**src/rtl/control_fsm_pkg.sv**
```systemverilog
// Shared definitions for the multicycle control FSM: state encoding, ALU ops,
// opcodes and datapath mux selects.
package control_fsm_pkg;

  typedef enum logic [3:0] {
    S_FETCH    = 4'd0,
    S_DECODE   = 4'd1,
    S_MEMADR   = 4'd2,
    S_MEMREAD  = 4'd3,
    S_MEMWB    = 4'd4,
    S_MEMWRITE = 4'd5,
    S_EXECR    = 4'd6,
    S_EXECI    = 4'd7,
    S_ALUWB    = 4'd8,
    S_BEQ      = 4'd9,
    S_BTAKEN   = 4'd10,
    S_JLINK    = 4'd11,
    S_JJUMP    = 4'd12,
    S_ILLEGAL  = 4'd13
  } state_t;

  localparam logic [3:0] ALU_ADD = 4'b0000;
  localparam logic [3:0] ALU_SUB = 4'b0001;
  localparam logic [3:0] ALU_AND = 4'b0010;
  localparam logic [3:0] ALU_OR  = 4'b0011;
  localparam logic [3:0] ALU_XOR = 4'b0100;
  localparam logic [3:0] ALU_SLT = 4'b0101;
  localparam logic [3:0] ALU_SLL = 4'b0110;
  localparam logic [3:0] ALU_SRL = 4'b0111;
  localparam logic [3:0] ALU_SRA = 4'b1000;

  localparam logic [6:0] OP_LOAD   = 7'b0000011;
  localparam logic [6:0] OP_STORE  = 7'b0100011;
  localparam logic [6:0] OP_RTYPE  = 7'b0110011;
  localparam logic [6:0] OP_ITYPE  = 7'b0010011;
  localparam logic [6:0] OP_BRANCH = 7'b1100011;
  localparam logic [6:0] OP_JAL    = 7'b1101111;

  localparam logic [2:0] F3_BEQ = 3'b000;

  // ALU A operand: PC or rs1; B operand: rs2, constant 4, immediate, link offset.
  localparam logic [1:0] SRCA_PC   = 2'b00;
  localparam logic [1:0] SRCA_RS1  = 2'b01;
  localparam logic [1:0] SRCB_RS2  = 2'b00;
  localparam logic [1:0] SRCB_FOUR = 2'b01;
  localparam logic [1:0] SRCB_IMM  = 2'b10;
  localparam logic [1:0] SRCB_LINK = 2'b11;

  localparam logic [1:0] RES_ALUOUT = 2'b00;
  localparam logic [1:0] RES_DATA   = 2'b01;
  localparam logic [1:0] RES_ALURES = 2'b10;

endpackage

```
**src/rtl/control_fsm_alu_decoder.sv**
```systemverilog
// funct3/funct7 to ALU operation mapping, purely combinational (0 cycles).
// No flow control; legal_o flags the unsupported funct3=011 encoding.
module alu_decoder
  import control_fsm_pkg::*;
(
  input  logic [2:0] funct3_i,
  input  logic       funct7b5_i,
  input  logic       rtype_i,
  output logic [3:0] alu_op_o,
  output logic       legal_o
);

  always_comb begin
    alu_op_o = ALU_ADD;
    legal_o  = 1'b1;
    case (funct3_i)
      // Only R-type uses bit 30 to pick SUB; addi treats it as immediate data.
      3'b000: alu_op_o = (rtype_i && funct7b5_i) ? ALU_SUB : ALU_ADD;
      3'b001: alu_op_o = ALU_SLL;
      3'b010: alu_op_o = ALU_SLT;
      3'b011: legal_o  = 1'b0;
      3'b100: alu_op_o = ALU_XOR;
      3'b101: alu_op_o = funct7b5_i ? ALU_SRA : ALU_SRL;
      3'b110: alu_op_o = ALU_OR;
      3'b111: alu_op_o = ALU_AND;
    endcase
  end

endmodule

```
**src/rtl/control_fsm.sv**
```systemverilog
// Multicycle RISC-V style control FSM with Moore outputs; 3-5 cycles per instruction.
// No backpressure; ILLEGAL is terminal until reset, and reset forces write enables low.
module control_fsm
  import control_fsm_pkg::*;
(
  input  logic        clk,
  input  logic        reset,
  input  logic [31:0] instr,
  input  logic        zero,
  output logic        pc_write,
  output logic        ir_write,
  output logic        reg_write,
  output logic        mem_write,
  output logic        instruction_or_data,
  output logic [1:0]  result_src,
  output logic [1:0]  alu_src_a,
  output logic [1:0]  alu_src_b,
  output logic [3:0]  alu_control,
  output logic        illegal,
  output logic [31:0] retired,
  output logic [3:0]  state_dbg
);

  state_t      state_q, state_d;
  logic [31:0] retired_q;
  logic        illegal_q;

  logic        pc_write_c, ir_write_c, reg_write_c, mem_write_c;
  logic [3:0]  dec_alu_op;
  logic        dec_legal;
  logic        retire;

  logic [6:0]  opcode;
  logic [2:0]  funct3;
  logic        unused_instr;

  assign opcode       = instr[6:0];
  assign funct3       = instr[14:12];
  assign unused_instr = ^{instr[31], instr[29:15], instr[11:7]};

  alu_decoder u_alu_decoder (
    .funct3_i   (funct3),
    .funct7b5_i (instr[30]),
    .rtype_i    (opcode == OP_RTYPE),
    .alu_op_o   (dec_alu_op),
    .legal_o    (dec_legal)
  );

  always_ff @(posedge clk or negedge reset) begin
    if (!reset) state_q <= S_FETCH;
    else        state_q <= state_d;
  end

  always_comb begin
    state_d             = state_q;
    pc_write_c          = 1'b0;
    ir_write_c          = 1'b0;
    reg_write_c         = 1'b0;
    mem_write_c         = 1'b0;
    instruction_or_data = 1'b0;
    result_src          = RES_ALUOUT;
    alu_src_a           = SRCA_PC;
    alu_src_b           = SRCB_RS2;
    alu_control         = ALU_ADD;
    case (state_q)
      S_FETCH: begin
        ir_write_c = 1'b1;
        pc_write_c = 1'b1;
        alu_src_b  = SRCB_FOUR;
        result_src = RES_ALURES;
        state_d    = S_DECODE;
      end
      S_DECODE: begin
        case (opcode)
          OP_LOAD, OP_STORE: state_d = S_MEMADR;
          OP_RTYPE:          state_d = dec_legal ? S_EXECR : S_ILLEGAL;
          OP_ITYPE:          state_d = dec_legal ? S_EXECI : S_ILLEGAL;
          OP_BRANCH:         state_d = (funct3 == F3_BEQ) ? S_BEQ : S_ILLEGAL;
          OP_JAL:            state_d = S_JLINK;
          default:           state_d = S_ILLEGAL;
        endcase
      end
      S_MEMADR: begin
        alu_src_a = SRCA_RS1;
        alu_src_b = SRCB_IMM;
        state_d   = (opcode == OP_LOAD) ? S_MEMREAD : S_MEMWRITE;
      end
      S_MEMREAD: begin
        instruction_or_data = 1'b1;
        state_d             = S_MEMWB;
      end
      S_MEMWB: begin
        result_src  = RES_DATA;
        reg_write_c = 1'b1;
        state_d     = S_FETCH;
      end
      S_MEMWRITE: begin
        mem_write_c = 1'b1;
        state_d     = S_FETCH;
      end
      S_EXECR: begin
        alu_src_a   = SRCA_RS1;
        alu_control = dec_alu_op;
        state_d     = S_ALUWB;
      end
      S_EXECI: begin
        alu_src_a   = SRCA_RS1;
        alu_src_b   = SRCB_IMM;
        alu_control = dec_alu_op;
        state_d     = S_ALUWB;
      end
      S_ALUWB: begin
        reg_write_c = 1'b1;
        state_d     = S_FETCH;
      end
      S_BEQ: begin
        alu_src_a   = SRCA_RS1;
        alu_control = ALU_SUB;
        state_d     = zero ? S_BTAKEN : S_FETCH;
      end
      S_BTAKEN, S_JJUMP: begin
        alu_src_b  = SRCB_IMM;
        result_src = RES_ALURES;
        pc_write_c = 1'b1;
        state_d    = S_FETCH;
      end
      S_JLINK: begin
        alu_src_b   = SRCB_LINK;
        result_src  = RES_ALURES;
        reg_write_c = 1'b1;
        state_d     = S_JJUMP;
      end
      S_ILLEGAL: state_d = S_ILLEGAL;
      default:   state_d = S_ILLEGAL;
    endcase
  end

  // Gating with reset keeps the FETCH enables from firing while held in reset.
  assign pc_write  = pc_write_c  & reset;
  assign ir_write  = ir_write_c  & reset;
  assign reg_write = reg_write_c & reset;
  assign mem_write = mem_write_c & reset;

  assign retire = (state_q inside {S_MEMWB, S_MEMWRITE, S_ALUWB, S_JJUMP, S_BTAKEN}) ||
                  (state_q == S_BEQ && !zero);

  always_ff @(posedge clk or negedge reset) begin
    if (!reset) begin
      retired_q <= '0;
      illegal_q <= 1'b0;
    end else begin
      if (retire) retired_q <= retired_q + 32'd1;
      if (state_d == S_ILLEGAL) illegal_q <= 1'b1;
    end
  end

  assign retired   = retired_q;
  assign illegal   = illegal_q;
  assign state_dbg = state_q;

endmodule

```
**config.mk**
```make
export PLATFORM = sky130hd
export DESIGN_NAME = control_fsm
export DESIGN_NICKNAME = d
export VERILOG_FILES = /design/src/rtl/control_fsm_pkg.sv /design/src/rtl/control_fsm_alu_decoder.sv /design/src/rtl/control_fsm.sv
export SDC_FILE = /design/constraint.sdc
export NUM_CORES = 1
export LEC_CHECK = 0
export BUFFER_PORTS_ARGS = -buffer_cell sky130_fd_sc_hd__clkbuf_2
export CELL_PAD_IN_SITES_DETAIL_PLACEMENT = 1
export CELL_PAD_IN_SITES_GLOBAL_PLACEMENT = 2
export CORE_MARGIN = 10
export CORE_UTILIZATION = 25
export CTS_CLUSTER_DIAMETER = 100
export DETAILED_ROUTE_END_ITERATION = 12
export PLACE_DENSITY_LB_ADDON = 0.1
export SETUP_SLACK_MARGIN = 0.1
export SLEW_MARGIN = 0
export SYNTH_ARGS = -nofsm -noshare
export SYNTH_HDL_FRONTEND = slang
export SYNTH_SLANG_ARGS = --single-unit
```
**constraint.sdc**
```tcl
create_clock -name clk -period 1.85 [get_ports clk]
set_input_delay 0 -clock clk [delete_from_list [all_inputs] [get_ports clk]]
set_output_delay 0 -clock clk [all_outputs]
set_load 0.02 [all_outputs]
```
==> metrics.yaml, run 1 <==
logic_synthesis:
  synthDistinctLibCells: 54
  synth_cells: 227
  synth_area_leaders: "dfrtp_1 (42%), xnor2_1 (6.8%), xor2_1 (5.6%)"
  yosysTopAreaCellShare_pct: 42.41
  synthFlopType: "dfrtp_1"
  yosysTopAreaCell: "dfrtp_1"
  syn-cell-area_um2: 2183
  avgSynthCellArea_um2: 9.618
  synthTopCellsByCount: "dfrtp_1 (37), nor2_1 (19), nand2_1 (17), xnor2_1 (17), xor2_1 (14)"
  yosysWarnings: 0
  ys_ff_latch: 37
  post-synth-top-count-cell: "dfrtp_1"
  yosysSeqAreaShare_pct: 42.41
  async_reset_ff_share_pct: 100.0
  syn_nets: 263
  synth_edf_count: 0
finish:
  layout-drive-gt1-share_pct: 46.73
  nFillCells: 1023
  postLayoutCoreUtil_pct: 36.43
  diodes: 0
  syn_to_final_growth_pct: 43.38
  final_nets: 356
  fin_area_um2: 3131
drt:
  ant_nets: 0
  dr_total_vias: 2028
  route.detailed.drc: 0
  wire_per_inst_um: 16.24
  wirelength_um: 6968
  firstDrtPassIters: 4
  drt_iter0_drc: 50
  vias_per_cell: 4.727
job:
  max_cap_violations: 0
placement:
  gp_congestion: 0.7368
  hpwlAfterDp_um: 5176
  dpl_cell_area_um2: 2804
  dp_worst_setup_slack_ns: -0.06332
  io_buffers: 64
outcome:
  status: "finished, final reports clean"
critical_path:
  start_kind: "flip-flop"
  crit_path_end_kind: "flip-flop"
  slowest_stage: "dfrtp_2"
  worstPathArrival_ns: 2.02
  crit_type: "flip-flop to flip-flop"
  path_max_fanout: 5
  critPathRequiredTime_ns: 2.02
  crit_path_cell_trace: "or3b_4 > a21oi_4 > buf_6 > o2111ai_4 > or2b_1 > xnor2_1"
  max_stage_delay_ns: 0.44
timing:
  layout_setup_ws_ns: 0.004013
  period_needed_ns: 1.846
  finalMaxSlewViolations: 0
  finClkSkew_ns: 0.008227
  fmax_mhz: 541.7
  hold_violations: 0
  grt_setup_unrepaired: "true"
  setup_viol: 0
  period_share_pct: 99.78
clock_network:
  cts_buffers: 5
  cts_tree: "yes"
  htreeDepth: 2
  cts_num_sinks: 37
  clkTransAtPathRegs_ns: 0.08
  insertion_delay_ns: 0.29
  root_buffer: "clkbuf_8"
  clk_path_buf_depth: 2
grt:
  grt_pass1_wl_um: 11670
  antenna_found_initial: 0
  first_global_vias: 2210
  overflow: 0
  grtUsageTotal_pct: 10.84
  grt_max_degree: 35
floorplan:
  die_area_um2: 12870
  initial_core_util_pct: 25.41
  core-area_um2: 8593
  row_count: 34
  die_w_um: 113.5
  die_h_um: 113.5
  io_pins: 87
pwr:
  leakagePower_uw: 0.001465
  cellPowerDensity_nw_per_um2: 1144
  max-vdd-ir-drop_uv: 408.1
hold_path:
  hold_class: "input pin to asynchronous set/reset pin"
-- metal layers --
metal  wire length, um  track usage [%]  up-vias
met4                77            3.046        0
met2              3237            17.47       48
li1                  -                -      994
met1              3246            13.62      980
met3               407            3.412        6
met5                 0                0        -
-- state kept, by name, indices dropped and copies added (netlist names) --
register,cells
retired,32
state_dbg,4
illegal,1
-- worst paths after layout --
path                                            to  cells past startpoint  slack, ns                    start
setup / recovery           retired[16]$_DFFE_PN0P_                      6      0.004   state_dbg[2]$_DFF_PN0_
hold / removal              retired[3]$_DFFE_PN0P_                      2       0.09                    reset
setup reg to reg           retired[16]$_DFFE_PN0P_                      6      0.004   state_dbg[2]$_DFF_PN0_
hold reg to reg            retired[31]$_DFFE_PN0P_                      1       0.48  retired[31]$_DFFE_PN0P_
max in group asynchronous  retired[15]$_DFFE_PN0P_                      3       1.02                    reset
min in group clk            state_dbg[0]$_DFF_PN0_                      3       0.13                 instr[4]
-- report_power, final --
group          internal, uW  leakage, uW  switching (uW)
clock                   304    0.0000455             282
sequential              920     0.000461             130
combinational           813     0.000959            1130
total                  2040      0.00147            1540
-- cell usage in the layout (no fill, tap or decap), types with 5 or more instances in the layout --
cell / synthesis / routed
a21oi_1: 8 / 8
and3_1: 5 / 5
buf_4: 1 / 31
clkbuf_2: 1 / 61
clkbuf_8: 1 / 6
dfrtp_1: 37 / 32
dfrtp_2: 0 / 5
inv_1: 10 / 10
nand2_1: 17 / 13
nand3_1: 9 / 7
nand4_1: 6 / 6
nor2_1: 19 / 14
nor3_1: 11 / 6
nor3_2: 1 / 6
o21ai_0: 6 / 5
xnor2_1: 17 / 15
xor2_1: 14 / 14
-- worst max-delay path: cells and delay by family, from the launching register on --
kind | cells | cell delay [ns]
XOR/XNOR | 1 | 0.13
buffers and inverters | 1 | 0.12
AND/OR/NAND/NOR | 2 | 0.68
flip-flops | 1 | 0.44
AO/OA/AOI/OAI | 2 | 0.36
-- per-stage QoR --
| stage | setup TNS [ns] | hold WS (ns) | instances | total power (uW) |
|---|---|---|---|---|
| 6_report | 0 | 0.09243 | 429 | 3581 |
| 5_1_grt | -0.8725 | 0.1007 | 429 | 3863 |
| 4_1_cts | -0.04741 | 0.09318 | 425 | 3518 |
| 3_5_place_dp | -0.09513 | -0.1242 | 411 | 2745 |
| 3_3_place_gp | -0.007520 | -0.1254 | 411 | 2735 |
| 2_1_floorplan | -0.2644 | -0.2956 | 227 | 2180 |
-- cell type report --
type / instances / area [um^2] / share of cell area [%]
Multi-Input combinational cell: 170 / 1360 / 43.45
Sequential cell: 37 / 932.1 / 29.78
Timing Repair Buffer: 96 / 575.6 / 18.39
Tap cell: 108 / 135.1 / 4.317
Clock buffer: 8 / 90.09 / 2.878
Inverter: 10 / 37.54 / 1.199
-- cells by family (layout without fill, tap and decap cells) --
logic type | after synthesis | in the layout | share of synthesized area (%)
AND/OR/NAND/NOR | 102 | 102 | 27.56
flip-flops | 37 | 37 | 42.41
AO/OA/AOI/OAI | 32 | 34 | 11.23
XOR/XNOR | 31 | 31 | 12.44
buffers and inverters | 22 | 114 | 5.100
adder cells (fa/ha/maj) | 1 | 1 | 0.5730
other | 1 | 1 | 0.1718
multiplexers | 1 | 1 | 0.5157
-- repair_timing --
action	CTS	global route
endpoints found under the setup margin	20	35
hold endpoints to repair	37	0
buffers inserted	3	4
hold buffers	1	0
pin swaps	15	12
gates cloned	2	0
gates resized for setup	13	20
Power figures use the tool's default switching activity.
==> inputs of run 2 (changes only) <==
Settings changed: REMOVE_ABC_BUFFERS set to 1.
==> run 2 against run 1 <==
  * Core utilization increased by 1.4 points
  * Sequential share of layout area decreased by 1.2 points
  * Fmax increased by 0.66%
  * Clock-buffer cell count decreased by 1
  * Critical path type unchanged
  * Non-clock buffer count increased by 11
  * Clock skew decreased by 0.0010 ns
  * Critical path depth unchanged
==> metrics.yaml, run 2 (same netlist as run 1, synthesis figures left out) <==
outcome:
  status: "finished, final reports clean"  # unchanged
floorplan:
  die_h_um: 113.5  # unchanged
  row_count: 34  # unchanged
  die_w_um: 113.5  # unchanged
  die_area_um2: 12870  # unchanged
  io_pins: 87  # unchanged
  core-area_um2: 8593  # unchanged
  initial_core_util_pct: 25.41  # unchanged
clock_network:
  clkTransAtPathRegs_ns: 0.07  # was 0.08 ns
  cts_tree: "yes"  # unchanged
  htreeDepth: 2  # unchanged
  insertion_delay_ns: 0.29  # about the same
  cts_num_sinks: 37  # unchanged
  clk_path_buf_depth: 2  # unchanged
  cts_buffers: 5  # unchanged
  root_buffer: "clkbuf_8"  # unchanged
finish:
  fin_area_um2: 3247  # was 3131 um^2
  postLayoutCoreUtil_pct: 37.78  # was 36.43%
  layout-drive-gt1-share_pct: 46.69  # was 46.73%
  largest_reg_flops: 32  # unchanged
  syn_to_final_growth_pct: 48.71  # was 43.38%
  diodes: 0  # unchanged
  layout_common_cells: "clkbuf_2 (58), buf_4 (40), dfrtp_1 (36)"  # was clkbuf_2 (61), dfrtp_1 (32), buf_4 (31)
  layout_commonest_cell: "clkbuf_2"  # unchanged
  final_nets: 368  # was 356
drt:
  vias_per_cell: 4.791  # was 4.727
  dr_total_vias: 2108  # was 2028
  wire_per_inst_um: 16.17  # was 16.24 um
  wirelength_um: 7115  # was 6968 um
  ant_nets: 0  # unchanged
  firstDrtPassIters: 4  # unchanged
  drt_iter0_drc: 64  # was 50
  route.detailed.drc: 0  # unchanged
pwr:
  cellPowerDensity_nw_per_um2: 1157  # was 1144 nW/um^2
  p_sw_uw: 1594  # was 1544 uW
  power_uw: 3756  # was 3581 uW
  max-vdd-ir-drop_uv: 549.6  # was 408.1 uV
  pwr-share-clk_pct: 15.3  # was 16.4%
  p_int_uw: 2162  # was 2036 uW
  power_frac_comb_pct: 56.7  # was 54.3%
  leakagePower_uw: 0.001544  # was 0.001465 uW
  power.share.switching_pct: 42.43  # was 43.13%
  p_seq_share_pct: 28.1  # was 29.3%
critical_path:
  crit_family: "simple AND/OR/NAND/NOR gates"  # unchanged
  crit_path_cell_trace: "and4_4 > nand4_4 > or4_4 > buf_6 > nor4_4 > xor2_1"  # was or3b_4 > a21oi_4 > buf_6 > o2111ai_4 > or2b_1 > xnor2_1
  path_max_fanout: 6  # was 5
  crit_path_end_kind: "flip-flop"  # unchanged
  critPathRequiredTime_ns: 2.06  # was 2.02 ns
  startpoint: "retired[12]$_DFFE_PN0P_"  # was state_dbg[2]$_DFF_PN0_
  max_stage_delay_ns: 0.60  # was 0.44 ns
  worstPathArrival_ns: 2.05  # was 2.02 ns
  crit_type: "flip-flop to flip-flop"  # unchanged
  worst-path-buf-inv: 1  # unchanged
  r2r-start: "retired[12]$_DFFE_PN0P_"  # was state_dbg[2]$_DFF_PN0_
  slowest_stage: "or4_4"  # was dfrtp_2
  start_kind: "flip-flop"  # unchanged
placement:
  dpl_cell_area_um2: 2775  # was 2804 um^2
  io_buffers: 64  # unchanged
  gp_congestion: 0.7273  # was 0.7368
  hpwlAfterDp_um: 5090  # was 5176 um
timing:
  period_share_pct: 99.13  # was 99.78%
  relSlewSlack_pct: 62.38
  hold_violations: 0  # unchanged
  period_needed_ns: 1.834  # was 1.846 ns
  hold_ws_ns: 0.1616  # was 0.09243 ns
  finClkSkew_ns: 0.007222  # was 0.008227 ns
  grt_setup_unrepaired: "true"  # unchanged
  fmax_mhz: 545.3  # was 541.7 MHz
  setup_viol: 0  # unchanged
  tightest_slew_ns: 0.5501
  finalMaxSlewViolations: 0  # unchanged
  fin_tns_setup_ns: 0  # unchanged
grt:
  overflow: 0  # unchanged
  antenna_found_initial: 0  # unchanged
  first_global_vias: 2268  # was 2210
  grtUsageTotal_pct: 11.18  # was 10.84%
  grt_pass1_wl_um: 11850  # was 11670 um
  grt_max_degree: 38  # was 35
hold_path:
  hp-start: "zero"
  hold_class: "input pin to flip-flop"  # was input pin to asynchronous set/reset pin
job:
  max_cap_violations: 0  # unchanged
[run 2: final timing paths]
check,end,slack [ns],cells after the start
max reg2reg,retired[31]$_DFFE_PN0P_,0.02,6
min in group asynchronous,retired[23]$_DFFE_PN0P_,0.43,3
max,retired[31]$_DFFE_PN0P_,0.02,6
min reg2reg,retired[31]$_DFFE_PN0P_,0.47,1
min,state_dbg[1]$_DFF_PN0_,0.16,3
max in group asynchronous,state_dbg[0]$_DFF_PN0_,1.03,3
[run 2: worst register-to-register path, stage by stage (launching register included)]
cell	delay [ns]
dfrtp_1	0.36
and4_4	0.26
nand4_4	0.11
or4_4	0.60
buf_6	0.16
nor4_4	0.13
xor2_1	0.16
[run 2: repair_timing]
action | CTS | global route
pin swaps | 13 | 18
cloned | 3 | 0
hold endpoints to repair | 37 | 0
setup buffers | 6 | 8
setup endpoints to repair | 32 | 33
gates resized for setup | 24 | 27
hold buffers | 1 | 0
[run 2: power groups by stage]
stage,clock [uW],sequential (uW),combinational (uW)
after global routing,633,1080,2330
after CTS,598,1070,1960
after global placement,0,1070,1540
after detailed placement,0,1070,1550
after floorplan,0,1260,707
final,573,1050,2130
[run 2: per-stage QoR]
stage,worst slack (ns),std cells
CTS,-0.00008149,432
finish,0.01618,440
global placement,-0.06643,415
floorplan,-0.2667,215
global route,-0.06563,440
detailed placement,-0.1069,415
[run 2: cell type report]
| type | instances | area (um^2) |
|---|---|---|
| tap | 108 | 135.1 |
| clock buffer | 7 | 86.33 |
| timing repair buffer | 107 | 703.2 |
| fill | 1034 | 5346 |
| inverter | 10 | 37.54 |
| multi-input combinational | 171 | 1358 |
| sequential | 37 | 927.1 |
[run 2: routing by layer]
layer  part of all wire (%)  routed length, um  GRT usage, %  vias up
met2                     48               3415         18.66       45
met4                    1.2                 87         3.299        0
met5                      0                  0             0        -
met1                     46               3244         13.81     1041
met3                    5.2                368         2.940        7
li1                       -                  -             -     1015
